**config.mk**
```make
export PLATFORM = sky130hd
export DESIGN_NAME = ps2_key_decoder
export DESIGN_NICKNAME = d
export VERILOG_FILES = /design/src/rtl/ps2_key_decoder.sv
export SDC_FILE = /design/constraint.sdc
export NUM_CORES = 1
export LEC_CHECK = 0
export CAP_MARGIN = 10
export CORE_MARGIN = 4
export CORE_UTILIZATION = 55
export DETAILED_ROUTE_END_ITERATION = 10
export PLACE_DENSITY = 0.76
export SLEW_MARGIN = 15
export SYNTH_ARGS = -nofsm -noshare
export SYNTH_HDL_FRONTEND = slang
export SYNTH_SLANG_ARGS = --single-unit
```
**constraint.sdc**
```tcl
create_clock -name clk -period 2.4 [get_ports clk]
set_input_delay 0.6 -clock clk [delete_from_list [all_inputs] [get_ports clk]]
set_output_delay 0.6 -clock clk [all_outputs]
set_load 0.03 [all_outputs]
```
**src/rtl/ps2_key_decoder.sv**
```systemverilog
// PS/2 Set 2 scan-code decoder: collapses E0/F0 prefix sequences into single key events with live modifier state.
// Optional Pause-key absorption is enabled by defining PS2_DECODER_PAUSE_EN.
module ps2_key_decoder #(
  parameter int unsigned TIMEOUT_CYCLES = 5000000
) (
  input  logic       clk,
  input  logic       rst_n,
  input  logic       in_valid,
  input  logic [7:0] in_code,
  output logic       evt_valid,
  input  logic       evt_ready,
  output logic [7:0] evt_code,
  output logic       evt_ext,
  output logic       evt_break,
  output logic [3:0] evt_mods,
  output logic       overflow,
  input  logic       ovf_clr
);

  localparam int unsigned CNT_W = $clog2(TIMEOUT_CYCLES);
  localparam logic [CNT_W-1:0] CNT_LAST = CNT_W'(TIMEOUT_CYCLES - 1);

  localparam logic [7:0] CODE_EXT   = 8'hE0;
  localparam logic [7:0] CODE_BRK   = 8'hF0;
  localparam logic [7:0] CODE_PAUSE = 8'hE1;
  localparam logic [7:0] CODE_LSHF  = 8'h12;
  localparam logic [7:0] CODE_RSHF  = 8'h59;
  localparam logic [7:0] CODE_CTRL  = 8'h14;
  localparam logic [7:0] CODE_ALT   = 8'h11;
  localparam logic [7:0] CODE_CAPS  = 8'h58;

  typedef enum logic [2:0] {
    IDLE,
    EXT,
    BRK,
    EXT_BRK,
    PAUSE
  } state_t;

  typedef struct packed {
    logic caps_held;
    logic caps;
    logic ralt;
    logic lalt;
    logic rctrl;
    logic lctrl;
    logic rshift;
    logic lshift;
  } mod_t;

  state_t           state, state_next;
  logic [CNT_W-1:0] idle_cnt, idle_cnt_next;
  mod_t             mods, mods_next;

  logic             fire;
  logic [7:0]       fire_code;
  logic             fire_ext;
  logic             fire_brk;
  logic             fire_mod_en;
  logic             load;
  logic             drop;
  logic [3:0]       mods_view;

`ifdef PS2_DECODER_PAUSE_EN
  logic [2:0]       pause_cnt, pause_cnt_next;
`endif

  // Host responses and keyboard status bytes that never start a key event.
  function automatic logic is_ignored(input logic [7:0] code);
    return (code == 8'h00) || (code == 8'hAA) || (code == 8'hEE) || (code == 8'hFA) ||
           (code == 8'hFC) || (code == 8'hFE) || (code == 8'hFF);
  endfunction

  always_comb begin
    state_next  = state;
    fire        = 1'b0;
    fire_code   = in_code;
    fire_ext    = 1'b0;
    fire_brk    = 1'b0;
    fire_mod_en = 1'b1;
`ifdef PS2_DECODER_PAUSE_EN
    pause_cnt_next = pause_cnt;
`endif
    if (in_valid) begin
      unique case (state)
        IDLE: begin
          if (in_code == CODE_EXT) begin
            state_next = EXT;
          end else if (in_code == CODE_BRK) begin
            state_next = BRK;
`ifdef PS2_DECODER_PAUSE_EN
          end else if (in_code == CODE_PAUSE) begin
            state_next     = PAUSE;
            pause_cnt_next = '0;
`endif
          end else if (!is_ignored(in_code)) begin
            fire = 1'b1;
          end
        end
        EXT: begin
          if (in_code == CODE_BRK) begin
            state_next = EXT_BRK;
          end else if (in_code != CODE_EXT) begin
            fire       = 1'b1;
            fire_ext   = 1'b1;
            state_next = IDLE;
          end
        end
        BRK: begin
          fire       = 1'b1;
          fire_brk   = 1'b1;
          state_next = IDLE;
        end
        EXT_BRK: begin
          fire       = 1'b1;
          fire_ext   = 1'b1;
          fire_brk   = 1'b1;
          state_next = IDLE;
        end
        PAUSE: begin
`ifdef PS2_DECODER_PAUSE_EN
          // The Pause sequence is E1 plus seven payload bytes; report it once as code E1.
          if (pause_cnt == 3'd6) begin
            fire        = 1'b1;
            fire_code   = CODE_PAUSE;
            fire_mod_en = 1'b0;
            state_next  = IDLE;
          end else begin
            pause_cnt_next = pause_cnt + 3'd1;
          end
`else
          state_next = IDLE;
`endif
        end
        default: state_next = IDLE;
      endcase
    end else if ((state != IDLE) && (idle_cnt == CNT_LAST)) begin
      state_next = IDLE;
    end
  end

  always_comb begin
    if (in_valid || (state == IDLE) || (idle_cnt == CNT_LAST)) begin
      idle_cnt_next = '0;
    end else begin
      idle_cnt_next = idle_cnt + CNT_W'(1);
    end
  end

  // Left/right modifiers are tracked per key so releasing one side keeps the other held.
  always_comb begin
    mods_next = mods;
    if (fire && fire_mod_en) begin
      if (!fire_ext && (fire_code == CODE_LSHF)) mods_next.lshift = !fire_brk;
      if (!fire_ext && (fire_code == CODE_RSHF)) mods_next.rshift = !fire_brk;
      if (fire_code == CODE_CTRL) begin
        if (fire_ext) mods_next.rctrl = !fire_brk;
        else          mods_next.lctrl = !fire_brk;
      end
      if (fire_code == CODE_ALT) begin
        if (fire_ext) mods_next.ralt = !fire_brk;
        else          mods_next.lalt = !fire_brk;
      end
      if (fire_code == CODE_CAPS) begin
        if (fire_brk) begin
          mods_next.caps_held = 1'b0;
        end else begin
          if (!mods.caps_held) mods_next.caps = !mods.caps;
          mods_next.caps_held = 1'b1;
        end
      end
    end
  end

  assign mods_view = {mods_next.caps,
                      mods_next.lalt   | mods_next.ralt,
                      mods_next.lctrl  | mods_next.rctrl,
                      mods_next.lshift | mods_next.rshift};

  assign load = fire && (!evt_valid || evt_ready);
  assign drop = fire && evt_valid && !evt_ready;

  always_ff @(posedge clk or negedge rst_n) begin
    if (!rst_n) begin
      state    <= IDLE;
      idle_cnt <= '0;
      mods     <= '0;
    end else begin
      state    <= state_next;
      idle_cnt <= idle_cnt_next;
      mods     <= mods_next;
    end
  end

`ifdef PS2_DECODER_PAUSE_EN
  always_ff @(posedge clk or negedge rst_n) begin
    if (!rst_n) pause_cnt <= '0;
    else        pause_cnt <= pause_cnt_next;
  end
`endif

  // Single-entry event slot; a completed event that finds it full is lost and flagged.
  always_ff @(posedge clk or negedge rst_n) begin
    if (!rst_n) begin
      evt_valid <= 1'b0;
      evt_code  <= 8'h00;
      evt_ext   <= 1'b0;
      evt_break <= 1'b0;
      evt_mods  <= 4'h0;
      overflow  <= 1'b0;
    end else begin
      if (load) begin
        evt_valid <= 1'b1;
        evt_code  <= fire_code;
        evt_ext   <= fire_ext;
        evt_break <= fire_brk;
        evt_mods  <= mods_view;
      end else if (evt_ready) begin
        evt_valid <= 1'b0;
      end
      overflow <= drop | (overflow & ~ovf_clr);
    end
  end

endmodule

```
; After elaboration in Yosys (flattened, before gate mapping)
; Index checks and enable logic that the tools add are counted.
; Widths: inputs -> output; s select.
[classes]
muxes = 34
n_bitwise = 6
add_sub_neg = 1
eq_ne = 20
n_reduce_logical = 28
[ops]
columns = op, n
row1 = $eq 8x8->1 const B, 8
row2 = $eq 8x5->1 const B, 3
row3 = $add 23x1->23 const B, 1
row4 = $eq 23x23->1 const B, 1
row5 = $mux 23, 1
row6 = $mux 1, 21
row7 = $mux 3, 6
row8 = $eq 8x7->1 const B, 2
row9 = $logic_or 1x1->1, 9
row10 = $logic_not 8->1, 1
row11 = $ne 4x4->1 const B, 2
row12 = $ne 8x8->1 const B, 1
row13 = $mux 7, 1
row14 = $eq 3x2->1 const B, 2
row15 = $logic_and 1x1->1, 6
row16 = $pmux 3 s2, 1
row17 = $logic_not 1->1, 5
row18 = $mux 2, 2
row19 = $or 1x1->1, 4
row20 = $reduce_bool 2->1, 2
row21 = $eq 3x1->1 const B, 1
row22 = $logic_not 3->1, 1
row23 = $pmux 1 s3, 1
row24 = $reduce_and 3->1, 1
row25 = 6 further kinds, 6
[totals]
out_inout_bits = 16
inputBits = 13
register_bits = 50

; Longest topological paths before layout
[logic_depth]
ltp_word = 15
mapped_depth = 8

; Least setup slack after synthesis
; Ideal clock, no wire load.
[synth_timing]
path_type = input -> register
startpoint = input in_code[0]
endpoint = register evt_code[0]
required_ns = 2.275
path_stages = 8
setup_slack_ns = -0.131
arrival_time_ns = 2.406
path_cell_list = or4_4 -> or2_4 -> a21o_1 -> a22oi_4 -> nor2b_2 -> buf_6 -> buf_12 -> mux2_4
[synth_between]
elab_chain_len = 13
[synth_lines]
columns = element, line_no
row1 = "start, declared", 9  ; input logic [7:0] in_code,
row2 = $eq 8x8->1 / $logic_not 8->1 (equally long branches), 70  ; return (code == 8'h00) || (code == 8'hAA) || (code == 8'hEE) || (code == 8'hFA) ||
row3 = $logic_or 1x1->1 (4 in a row), 70
row4 = $logic_or 1x1->1 (2 in a row), 71  ; (code == 8'hFC) || (code == 8'hFE) || (code == 8'hFF);
row5 = $mux 1, 96  ; end else if (!is_ignored(in_code)) begin
row6 = $mux 1, 89  ; end else if (in_code == CODE_BRK) begin
row7 = $mux 1, 87  ; if (in_code == CODE_EXT) begin
row8 = $pmux 1 s3, 85  ; unique case (state)
row9 = $mux 1, 84  ; if (in_valid) begin
row10 = $logic_and 1x1->1, 180  ; assign load = fire && (!evt_valid || evt_ready);
row11 = "end signal, assigned", 214  ; evt_code <= fire_code;
row12 = "end, declared", 12  ; output logic [7:0] evt_code,
; Several ways; a longest one is shown, not always the timed one.
; A chain may end at the register's enable or synchronous reset.

==> impl_metrics.yaml <==
status:
  outcome: "finished, final reports clean"
clocking:
  htreeDepth: 2
  cts_tree: "built"
  clkLatencyLatePin_ns: 0.31
  cts.sinks: 49
  cts_buffers: 5
  clk_pin_slew_ns: 0.10
  clockBufferDepth: 2
  cts-root-buf: "clkbuf_8"
grt:
  grt_max_degree: 50
  busiest_layer: "met2"
  grt_pass1_wl_um: 9018
  grt-ovfl-total: 0
  track_usage: 0.2156
  antenna_found_initial: 0
  use_met1: 0.3039
  use_met2: 0.3327
  grt_pass1_vias: 1894
  met3_usage: 0.04324
logic_synthesis:
  muxShareOfSynthArea: 0.06868
  syn_area_per_cell_sq_um: 10.59
  yosysSeqAreaShare: 0.5099
  synthTopCellsByArea: "dfrtp_1, nor2_1, xnor2_1"
  synth_fp_nets: 241
  synthSimpleGateAreaFrac: 0.2034
  synth_compound_area_frac: 0.08897
  synth_edf_count: 0
  yosysUniqueCellTypes: 44
  yosysMostFrequentCell: "dfrtp_1"
  yosys_warnings: 0
  synth_ff_type: "dfrtp_1"
  syn_inst: 227
  yosysTopAreaCell: "dfrtp_1"
  synth_top_family_by_area: "simple AND/OR/NAND/NOR gates"
  async_reset_ff_frac: 1.000
  synth_xor_area_frac: 0.08741
  synthAdderAreaFrac: 0.005203
  netlist_top_cells_count: "dfrtp_1, nor2_1, xnor2_1, nand3_1, inv_1"
  synth_top_area_frac: 0.5099
  syn_area_sq_mm: 0.002405
  ys_seq_elements: 49
sta:
  setup_violations: 0
  min_period_ns: 2.349
  fin_tns_setup_ns: 0
  fin_crit_sh: 0.9787
  drv_slew: 0
  fmax_mhz: 425.7
  skew_ns: 0.01107
  rsz0062_at_grt: "no"
  timing_hold_violations_final: 0
  worst_pin_slew_ns: 0.6099
  slew_headroom: 0.5934
power_and_ir_drop:
  pwr-share-seq: 0.516
  power_leakage_nw: 1.345
  pwr-share-clk: 0.285
  power.total_mw: 1.733
  combPwrFrac: 0.199
  sw_frac_of_total: 0.2825
  cellInternalPower_mw: 1.243
  p_sw_mw: 0.4896
  power_density_mw_per_mm2: 561.2
  ir_worst_vdd_mv: 0.3466
critical_path:
  worstReg2RegStart: "idle_cnt[0]$_DFF_PN0_"
  r2r_cells: 8
  startpoint_type: "input port"
  r2r_end: "idle_cnt[22]$_DFF_PN0_"
  critPathKind: "in2reg"
  end_kind: "register"
  crit_start: "in_code[3]"
  r2r_slack_ns: 0.35
  arrival_ns: 2.54
  critPathMaxFanout: 5
  required_ns: 2.59
  crit_end: "mods[6]$_DFF_PN0_"
route:
  viasPerCell: 5.561
  firstDrtPassIters: 4
  wl_per_cell_um: 15.22
  final_antenna_net_count: 0
  drcViolationCount: 0
  num_vias: 1913
  wl_um: 5236
  drt_iter0_drc: 124
floorplan:
  num_rows: 23
  io_pins: 29
  die_w_um: 74.13
  core_area_sq_mm: 0.004115
  die_y_um: 74.13
  start_util: 0.5844
  dieArea_sq_mm: 0.005495
layout:
  n_fill_cell: 303
  drive_above_1_share: 0.2381
  fin_nets: 307
  multi_input_comb_area_sq_mm: 0.001120
  regArea_sq_mm: 0.001226
  area_delta_synth_final_pct: 28.41
  finalNonFillerCells: 344
  antennaDiodeCount: 0
job:
  drv_cap: 0
min_path:
  hold_path.class: "in2async"
place:
  dp.final_hpwl_um: 3676
  finalWeightedCongestion: 0.8089
  portBuffers: 28
  placedCellCount: 330
worst min path at each step:
stage,end,slack [ns],depth (start not counted)
finish,idle_cnt[1]$_DFF_PN0_,0.37,2
global route,idle_cnt[1]$_DFF_PN0_,0.43,2
CTS,idle_cnt[0]$_DFF_PN0_,0.40,2
detailed placement,mods[3]$_DFF_PN0_,0.47,1
global placement,mods[5]$_DFF_PN0_,0.46,1
floorplan,evt_break$_DFFE_PN0P_,0.30,0
through the flow:
step / utilization / cell area, sq um / hold slack (ns) / setup WS [ns]
floorplan: - / 2405 / 0.3044 / -0.1141
global placement: 0.7127 / 2933 / 0.4619 / -0.7074
detailed placement: 0.7127 / 2933 / 0.4685 / -0.7400
CTS: 0.7446 / 3064 / 0.4043 / 0.01153
global route: 0.7504 / 3088 / 0.4274 / 0.0008153
finish: 0.7504 / 3088 / 0.3739 / 0.05100
placed cells by master (no fill, tap or decap), types with 9 or more instances in the layout:
master / n
buf_4: 35
nor2_1: 35
dfrtp_1: 49
clkdlybuf4s50_1: 19
xnor2_1: 15
xor2_1: 9
nand3_1: 13
inv_1: 10
o21ai_0: 9
nand2_1: 9
worst max-delay path, stage by stage:
cell and delay, ns:
buf_6 0.10, or4_4 0.54, buf_6 0.14, or2_4 0.24
a21o_1 0.18, a22oi_4 0.26, buf_6 0.16, and2b_1 0.18
xor2_1 0.14
power groups by stage:
stage | sequential, mW | combinational (mW) | clock (mW)
4_1_cts | 0.895 | 0.343 | 0.506
6_report | 0.894 | 0.344 | 0.495
5_1_grt | 0.900 | 0.366 | 0.544
2_1_floorplan | 0.980 | 0.100 | 0
3_5_place_dp | 0.910 | 0.334 | 0
3_3_place_gp | 0.907 | 0.329 | 0
repair_timing:
| item | in CTS | in global routing |
|---|---|---|
| hold buffers | 0 | 0 |
| setup buffers | 4 | 1 |
| resized for setup | 20 | 12 |
| hold endpoints to repair | 0 | 0 |
| gates cloned | 1 | 0 |
| pin swaps | 6 | 4 |
| endpoints found under the setup margin | 18 | 5 |
routing by layer:
| layer | up-vias | wire, um |
|---|---|---|
| li1 | 927 | - |
| met1 | 948 | 2592 |
| met2 | 31 | 2399 |
| met3 | 7 | 182 |
| met4 | 0 | 61 |
| met5 | - | 0 |
final cells by class:
class                           instances  area share
Sequential cell                        49      0.3971
Timing Repair Buffer                   65      0.1787
Multi-Input combinational cell        162      0.3626
Clock inverter                          3    0.006888
Clock buffer                            5     0.02229
Inverter                               10     0.01216
Tap cell                               50     0.02026
state kept, by name, indices dropped and copies added (netlist names):
name       cells
mods           8
idle_cnt      23
evt_code       8
evt_mods       4
overflow       1
state          2
evt_ext        1
evt_valid      1
evt_break      1
cell families after synthesis:
| kind of cell | after synthesis |
|---|---|
| adder cells (fa/ha/maj) | 1 |
| XOR/XNOR | 24 |
| multiplexers | 12 |
| AND/OR/NAND/NOR | 95 |
| buffers and inverters | 17 |
| flip-flops | 49 |
| AO/OA/AOI/OAI | 29 |
Note: power is estimated with default switching activity, not from simulation.
